===== src/rtl/counter_sched_pkg.sv =====
// Shared types and defaults for the counter scheduler.
// Latency: n/a (declarations only).
// Backpressure: n/a.
package counter_sched_pkg;

    typedef enum logic [1:0] {
        IDLE = 2'd0,
        RUN  = 2'd1,
        DONE = 2'd2
    } sched_state_t;

    localparam int N_REQ_DEF = 4;
    localparam int CNT_W_DEF = 8;

endpackage


===== src/rtl/counter_sched_if.sv =====
// Requester-side bundle of the counter scheduler: requests in, grants/status out.
// Latency: n/a (wires only).
// Backpressure: req_valid/req_len are held by the requester until req_ready pulses.
interface counter_sched_if
    import counter_sched_pkg::*;
#(
    parameter int N_REQ = N_REQ_DEF,
    parameter int CNT_W = CNT_W_DEF
);
    localparam int IDX_W = $clog2(N_REQ);

    logic [N_REQ-1:0]       req_valid;
    logic [N_REQ*CNT_W-1:0] req_len;
    logic [N_REQ-1:0]       req_ready;
    logic [N_REQ-1:0]       done;
    logic                   busy;
    logic [IDX_W-1:0]       owner;
    logic [CNT_W-1:0]       count;

    modport master (
        output req_valid, req_len,
        input  req_ready, done, busy, owner, count
    );

    modport slave (
        input  req_valid, req_len,
        output req_ready, done, busy, owner, count
    );

endinterface


===== src/rtl/counter_sched_rr_arbiter.sv =====
// Round-robin pick: first asserted request at or after ptr, wrapping to 0.
// Latency: purely combinational, zero cycles.
// Backpressure: none; the caller decides whether the grant is consumed.
module rr_arbiter #(
    parameter int N_REQ = 4
) (
    input  logic [N_REQ-1:0]         req,
    input  logic [$clog2(N_REQ)-1:0] ptr,
    output logic [N_REQ-1:0]         gnt,
    output logic [$clog2(N_REQ)-1:0] gnt_idx,
    output logic                     any
);
    localparam int IDX_W = $clog2(N_REQ);

    // Scan N_REQ slots starting at ptr; the first hit wins and later hits are masked.
    always_comb begin
        logic [IDX_W-1:0] idx;
        gnt     = '0;
        gnt_idx = '0;
        any     = 1'b0;
        idx     = '0;
        for (int k = 0; k < N_REQ; k++) begin
            idx = IDX_W'((int'(ptr) + k) % N_REQ);
            if (!any && req[idx]) begin
                any      = 1'b1;
                gnt[idx] = 1'b1;
                gnt_idx  = idx;
            end
        end
    end

endmodule


===== src/rtl/counter_sched.sv =====
// Time-shares one up-counter among N_REQ requesters, one interval of req_len cycles per grant.
// Latency: accept at T, count 0..L-1 during T+1..T+L, done pulse at T+L+1 (T+1 when L == 0).
// Backpressure: req_ready is offered only in IDLE; requests wait (held valid) while a job runs.
module counter_sched
    import counter_sched_pkg::*;
#(
    parameter int N_REQ = N_REQ_DEF,
    parameter int CNT_W = CNT_W_DEF
) (
    input  logic       clk,
    input  logic       reset,
    counter_sched_if.slave bus
);
    localparam int IDX_W = $clog2(N_REQ);

    sched_state_t     state_q, state_d;
    logic [CNT_W-1:0] len_q, len_d;
    logic [CNT_W-1:0] count_q, count_d;
    logic [IDX_W-1:0] owner_q, owner_d;
    logic [IDX_W-1:0] ptr_q, ptr_d;
    logic [N_REQ-1:0] done_q, done_d;
    logic             busy_q, busy_d;

    logic [N_REQ-1:0] arb_gnt;
    logic [IDX_W-1:0] arb_idx;
    logic             arb_any;
    logic [CNT_W-1:0] sel_len;

    rr_arbiter #(.N_REQ(N_REQ)) u_arb (
        .req     (bus.req_valid),
        .ptr     (ptr_q),
        .gnt     (arb_gnt),
        .gnt_idx (arb_idx),
        .any     (arb_any)
    );

    // Length of the winning requester, muxed by the one-hot grant.
    always_comb begin
        sel_len = '0;
        for (int i = 0; i < N_REQ; i++) begin
            if (arb_gnt[i]) begin
                sel_len = bus.req_len[i*CNT_W +: CNT_W];
            end
        end
    end

    // Next-state logic: grant in IDLE, count through RUN, report in DONE.
    always_comb begin
        state_d = state_q;
        len_d   = len_q;
        count_d = count_q;
        owner_d = owner_q;
        ptr_d   = ptr_q;
        case (state_q)
            IDLE: begin
                count_d = '0;
                if (arb_any) begin
                    len_d   = sel_len;
                    owner_d = arb_idx;
                    state_d = (sel_len != '0) ? RUN : DONE;
                end
            end
            RUN: begin
                if (count_q == len_q - 1'b1) begin
                    count_d = '0;
                    state_d = DONE;
                end else begin
                    count_d = count_q + 1'b1;
                end
            end
            DONE: begin
                ptr_d   = (owner_q == IDX_W'(N_REQ - 1)) ? '0 : owner_q + 1'b1;
                state_d = IDLE;
            end
            default: begin
                state_d = IDLE;
            end
        endcase

        // Outputs are registered off the next state so they line up with it.
        for (int i = 0; i < N_REQ; i++) begin
            done_d[i] = (state_d == DONE) && (owner_d == IDX_W'(i));
        end
        busy_d = (state_d != IDLE);
    end

    // State and output registers with synchronous reset; a reset aborts any job silently.
    always_ff @(posedge clk) begin
        if (reset) begin
            state_q <= IDLE;
            len_q   <= '0;
            count_q <= '0;
            owner_q <= '0;
            ptr_q   <= '0;
            done_q  <= '0;
            busy_q  <= 1'b0;
        end else begin
            state_q <= state_d;
            len_q   <= len_d;
            count_q <= count_d;
            owner_q <= owner_d;
            ptr_q   <= ptr_d;
            done_q  <= done_d;
            busy_q  <= busy_d;
        end
    end

    assign bus.req_ready = (state_q == IDLE) ? arb_gnt : '0;
    assign bus.done      = done_q;
    assign bus.busy      = busy_q;
    assign bus.owner     = owner_q;
    assign bus.count     = count_q;

endmodule


===== src/flat_wrapper.sv =====
// flat-port wrapper written by rule: the top's interface ports become plain ports
module counter_sched_flat import counter_sched_pkg::*;
#(
    parameter int N_REQ = N_REQ_DEF,
    parameter int CNT_W = CNT_W_DEF
)
  (clk, reset, bus_req_valid, bus_req_len, bus_req_ready, bus_done, bus_busy, bus_owner, bus_count);
  counter_sched_if #(.N_REQ(N_REQ), .CNT_W(CNT_W)) bus_i ();
  input  logic clk;
  input  logic reset;
  input wire logic [$bits(bus_i.req_valid)-1:0] bus_req_valid;
  input wire logic [$bits(bus_i.req_len)-1:0] bus_req_len;
  output wire logic [$bits(bus_i.req_ready)-1:0] bus_req_ready;
  output wire logic [$bits(bus_i.done)-1:0] bus_done;
  output wire logic [$bits(bus_i.busy)-1:0] bus_busy;
  output wire logic [$bits(bus_i.owner)-1:0] bus_owner;
  output wire logic [$bits(bus_i.count)-1:0] bus_count;
  assign bus_i.req_valid = bus_req_valid;
  assign bus_i.req_len = bus_req_len;
  assign bus_req_ready = bus_i.req_ready;
  assign bus_done = bus_i.done;
  assign bus_busy = bus_i.busy;
  assign bus_owner = bus_i.owner;
  assign bus_count = bus_i.count;
  counter_sched #(.N_REQ(N_REQ), .CNT_W(CNT_W)) u_core (.clk(clk), .reset(reset), .bus(bus_i));
endmodule

===== config.mk =====
export PLATFORM = sky130hd
export DESIGN_NAME = counter_sched_flat
export DESIGN_NICKNAME = d
export VERILOG_FILES = /design/src/rtl/counter_sched_pkg.sv /design/src/rtl/counter_sched_if.sv /design/src/rtl/counter_sched_rr_arbiter.sv /design/src/rtl/counter_sched.sv /design/src/flat_wrapper.sv
export SDC_FILE = /design/constraint.sdc
export NUM_CORES = 1
export LEC_CHECK = 0
export BUFFER_PORTS_ARGS = -buffer_cell sky130_fd_sc_hd__buf_4
export CAP_MARGIN = 0
export CORE_UTILIZATION = 45
export DETAILED_ROUTE_END_ITERATION = 7
export HOLD_SLACK_MARGIN = 0.03
export PLACE_DENSITY = 0.69
export SLEW_MARGIN = 20
export SYNTH_ARGS = -nofsm -noshare
export SYNTH_HDL_FRONTEND = slang
export SYNTH_HIERARCHICAL = 1
export SYNTH_SLANG_ARGS = --single-unit

===== constraint.sdc =====
create_clock -name clk -period 4.4 [get_ports clk]
set_clock_uncertainty 0.2 [all_clocks]
set_input_delay 0.22 -clock clk [delete_from_list [all_inputs] [get_ports clk]]
set_output_delay 0.22 -clock clk [all_outputs]
set_load 0.02 [all_outputs]

Word level (Yosys, flattened, before mapping)
Index checks and enable logic that the tools add are counted.
- register bits: 27
- input bits: 38
- output and inout port bits: 19
- word-level logic and storage cells: 94
- add/subtract/negate cells: 6
- $lt $le $gt $ge: 8
- equality and inequality tests: 8
- muxes and demuxes: 42
- bitwise operators: 3
- reduce and logical (&&, ||, !) cells: 20
- operators by type and width (kind ; count):
    8-bit 2-to-1 mux ; 5
    2-bit 2-to-1 mux ; 10
    4-bit 2-to-1 mux ; 5
    8-bit one-hot mux with 2 select lines ; 1
    2-bit by 3-bit less-than comparator with 1-bit output, second input constant ; 4
    1-bit 2-to-1 mux ; 12
    4-bit bitwise OR ; 3
    1-bit logical AND ; 11
    2-bit equality test, second input constant ; 5
    8-bit by 1-bit adder with 8-bit output, second input constant ; 1
    1-bit binary-select mux with 2-bit select ; 4
    1-bit demux with 2-bit select ; 4
    8-bit equality test ; 1
    2-bit by 1-bit greater-or-equal comparator with 1-bit output, second input constant ; 4
    8-bit nonzero test ; 1
    8-bit by 1-bit subtractor with 8-bit output, second input constant ; 1
    2-bit by 1-bit adder with 2-bit output, second input constant ; 2
    2-bit adder, second input constant ; 2
    2-bit by 1-bit equality test with 1-bit output, second input constant ; 2
    2-bit zero test ; 2
    2-bit one-hot mux with 2 select lines ; 1
    2-bit nonzero test ; 2
    1-bit zero test ; 3
    2-bit AND reduction ; 1

Longest topological paths before layout
- depth after elaboration: 22
- mapped depth: 15
- gate-level depth less buffers: 12

Hierarchy
Netlist, hierarchy kept.
- by module, submodules not included (module ; times used ; cells each ; area each (µm²) ; seq. area each (µm²)):
    counter_sched ; 1 ; 225 ; 1839.3 ; 540.5
    rr_arbiter ; 1 ; 45 ; 419.2 ; 0.0

Least setup slack after synthesis
No wires, ideal clock.
- kind: register -> register
- start: reg u_core.ptr_q[0]
- end: reg u_core.done_q[0] (netlist: u_core/bus.done[0])
- setup time: 60 ps
- data arrival time: 3606 ps
- required time: 4140 ps
- path slack: 534 ps
- cell stages (with the launch flop): 15
- path buffers: 2
- clock period less this slack: 3866 ps
- cells stage by stage: dfxtp_1 > buf_6 > inv_1 > ha_1 > mux4_2 > buf_6 > and2b_2 > a22oi_1 > o21ai_0 > nand2b_1 > o21ai_0 > a41oi_1 > or4b_4 > o32ai_2 > o2111a_1
- elaborated cells between the ends (all ways): 65
- classes of those cells: 3 x add/sub; 8 x order compare; 1 x eq/ne; 37 x mux; 3 x bitwise; 13 x reduce/logical
- RTL lines (what ; line ; source):
    start: declaration ; counter_sched.sv:20 ; logic [IDX_W-1:0] ptr_q, ptr_d;
    start signal: assignment ; counter_sched.sv:102 ; ptr_q <= ptr_d;
    parallel branches: the longest is 11 deep, another holds 2-bit by 3-bit less-than comparator with 1-bit output ; -- ;
    4-bit 2-to-1 mux (*) ; counter_sched_rr_arbiter.sv:24 ; if (!any && req[idx]) begin
    named net u_core.arb_gnt[2] ; counter_sched.sv:24 ; logic [N_REQ-1:0] arb_gnt;
    8-bit 2-to-1 mux (*) (2 in series) ; counter_sched.sv:41 ; if (arb_gnt[i]) begin
    8-bit nonzero test (*) ; counter_sched.sv:60 ; state_d = (sel_len != '0) ? RUN : DONE;
    2-bit 2-to-1 mux (*) ; counter_sched.sv:60 ;
    2-bit 2-to-1 mux (*) ; counter_sched.sv:57 ; if (arb_any) begin
    2-bit one-hot mux with 2 select lines (*) ; counter_sched.sv:54 ; case (state_q)
    2-bit equality test (*) ; counter_sched.sv:82 ; done_d[i] = (state_d == DONE) && (owner_d == IDX_W'(i));
    1-bit logical AND (*) ; counter_sched.sv:82 ;
    end signal: assignment ; counter_sched.sv:103 ; done_q <= done_d;
    end: declaration ; counter_sched.sv:21 ; logic [N_REQ-1:0] done_q, done_d;
Mark *: on every way through the listed nets, which the timed path passes. The select of a mux whose other input is x is not followed.
A chain may end at the register's enable or synchronous reset.

Worst setup path after layout
Ends and elaborated chain as after synthesis.

==> impl_metrics.yaml <==
outcome:
  status: "complete, no violations"
logic_synthesis:
  syn_area_um2: 2260
  yosys.area.top_type_share_pct: 23.9
  synthesis.instances: 270
  synthesis.nets: 316
  synthArstFlopShare_pct: 0
  yosys_most_used_dff: "dfxtp_1"
  synth_edf_count: 0
  ys_seq_area_share_pct: 23.9
  ys_types: 68
  yosysTopAreaCell: "dfxtp_1"
  synth_area_per_cell_um2: 8.36
  yosysWarnings: 6
  ys_top_cells_by_area: "dfxtp_1 24%, nor2_1 5.8%, ha_1 4.4%"
  synth-seq-cells: 27
die:
  chipHeight_um: 72.8
  start_util_pct: 47.2
  die_w_um: 72.8
  dieArea_um2: 5310
  io_pins: 57
  std_cell_rows: 25
  core_area_um2: 4790
global_route:
  grt_pass1_wl_mm: 9.20
  grt_max_degree: 25
  grt_usage_pct: 21.4
  overflow: 0
  antenna_found_initial: 0
  grt_pass1_vias: 2042
routing:
  detail-route-antenna-nets: 0
  vias_per_cell: 5.70
  totalWireLength_mm: 5.50
  num_vias: 2241
  drc: 0
  wire_per_inst_um: 14.0
  drtIter0Drc: 125
  drt_pass1_iterations: 4
clock_tree:
  post_cts_buffers: 0
  clock_path_buffers: 2
  cts_made_buffers: 3
  clock_latency_ns: 0.27
  cts_hold_buf: 0
  cts_root_buf: "clkbuf_8"
  cts_max_level: 1
  cts_tree: "yes"
  clkSlewWorstSetupHoldPaths_ns: 0.09
  cts_num_sinks: 27
  cts_resized: 0
place:
  gp_congestion: 0.862
  placedCellCount: 389
  io_buffers: 56
  dp_hpwl_mm: 4.34
pwr:
  cellLeakagePower_nw: 1.12
  ir_drop_mv: 0.146
  p_per_area_nw_per_um2: 296
final_layout:
  final_nets: 373
  diodes: 0
  fillerInstances: 455
  instances_no_fill: 393
  drive_gt1_share_pct: 27.0
  synthToLayoutAreaGrowth_pct: 23.5
  layout.cells.most_common_list: "62 x buf_4, 35 x nor2_1, 27 x dfxtp_1, 17 x nand2_1, 11 x a22oi_1"
  final_common_cell: "buf_4"
critical_path:
  startpoint_type: "register"
  critPathArrivalTime_ns: 4.04
  critPathSlowestCell: "mux4_2"
  slowest_delay_ns: 0.67
  crit_type: "reg -> reg"
  critPathCaptureType: "register"
  worstPathRequired_ns: 4.42
  crit_chain: "buf_4 > mux4_2 > nor4b_4 > a22oi_1 > o21ai_1 > nand2b_1 > o21ai_0 > a41oi_1 > or4b_4 > o32ai_2 > o2111a_1"
  crit_fanout: 13
flow_run:
  drv_cap: 0
sta:
  worst_pin_slew_ns: 0.615
  finalSetupViolations: 0
  fmax_mhz: 249
  grt_setup_unrepaired: "no"
  timing.final.crit_share_pct: 91.4
  setup_tns_ns: 0
  relSlewSlack_pct: 58.6
  hold_viol: 0
  maxSlewViolCount: 0
  post-route-min-period_ns: 4.02
worst_hold_path:
  hold_path.class: "in -> reg"
## cells in the mapped netlist (4+ instances only)
| cell type | number |
|---|---|
| nor2b_1 | 6 |
| o21ai_0 | 12 |
| nand3_1 | 5 |
| a22oi_1 | 11 |
| ha_1 | 8 |
| mux2i_1 | 4 |
| a21oi_1 | 10 |
| nor3_1 | 4 |
| o221ai_1 | 5 |
| nor2_1 | 35 |
| inv_1 | 10 |
| and2_1 | 9 |
| xnor2_1 | 7 |
| a211oi_1 | 7 |
| clkbuf_1 | 5 |
| nand2b_1 | 8 |
| dfxtp_1 | 27 |
| nand2_1 | 17 |
| nor4_1 | 4 |
## path summary, 6_finish.rpt
check	to	from	slack [ns]	depth (start not counted)
hold reg to reg	u_core/len_q[3]	u_core/len_q[3]	0.32	2
setup reg to reg	u_core/bus.done[0]	u_core/ptr_q[0]	0.38	11
hold / removal	u_core/len_q[3]	reset	0.05	2
setup / recovery	u_core/bus.done[0]	u_core/ptr_q[0]	0.38	11
## cells by family after synthesis
kind of cell               Yosys count  synth area share [%]
and+or+nand+nor                    114                  28.4
AOI/OAI and AO/OA                   79                  27.1
DFF                                 27                  23.9
buffers and inverters               21                  4.71
muxes                               11                  7.59
xor gates and xnor gates            10                  3.88
adders and majority gates            8                  4.43
## area by class of cell
| cell class | count | area (um^2) | share of cell area (%) |
|---|---|---|---|
| flip-flops and latches | 27 | 541 | 19.4 |
| clock inverters | 1 | 5.00 | 0.179 |
| multi-input cells | 222 | 1610 | 57.8 |
| inverters | 11 | 41.3 | 1.48 |
| repair buffers | 62 | 465 | 16.7 |
| clock buffers | 3 | 41.3 | 1.48 |
| well taps | 67 | 83.8 | 3.01 |
## state kept, by name, indices dropped and copies added, names as in the netlist
signal and flops:
u_core/ptr_q 2, u_core/bus.owner 2, u_core/bus.count 8, u_core/bus.busy 1, u_core/state_q 2, u_core/len_q 8, u_core/bus.done 4
## power by group
part | switching [mW] | internal, mW | leakage (nW) | total (mW)
clock | 0.0758 | 0.0633 | 0.0255 | 0.139
sequential | 0.0394 | 0.271 | 0.220 | 0.311
combinational | 0.209 | 0.166 | 0.871 | 0.375
## through the flow
| step | setup WS [ns] | utilization, % | area, um^2 | hold slack (ns) | power [mW] |
|---|---|---|---|---|---|
| CTS | 0.315 | 58.3 | 2790 | 0.0516 | 0.826 |
| floorplan | 0.534 | - | 2260 | 0.279 | 0.578 |
| global route | 0.0586 | 58.3 | 2790 | 0.0471 | 0.884 |
| detailed placement | 0.348 | 57.3 | 2740 | 0.309 | 0.688 |
| finish | 0.377 | 58.3 | 2790 | 0.0509 | 0.825 |
| global placement | 0.488 | 57.3 | 2740 | 0.309 | 0.680 |
## critical path: cells and delay by family (launching register included)
kind                   cells  cell delay, ns
AOI/OAI and AO/OA          6            1.25
and+or+nand+nor            3            1.29
muxes                      1            0.67
buffers and inverters      1            0.21
DFF                        1            0.36
## metal layers
metal	GRT usage (%)	routed length [um]	vias to the layer above
met5	0	0	-
met4	6.32	93	0
met3	2.21	230	8
met2	34.5	2460	69
met1	30.3	2720	1034
li1	-	-	1130
Note: power is estimated with default switching activity, not from simulation.
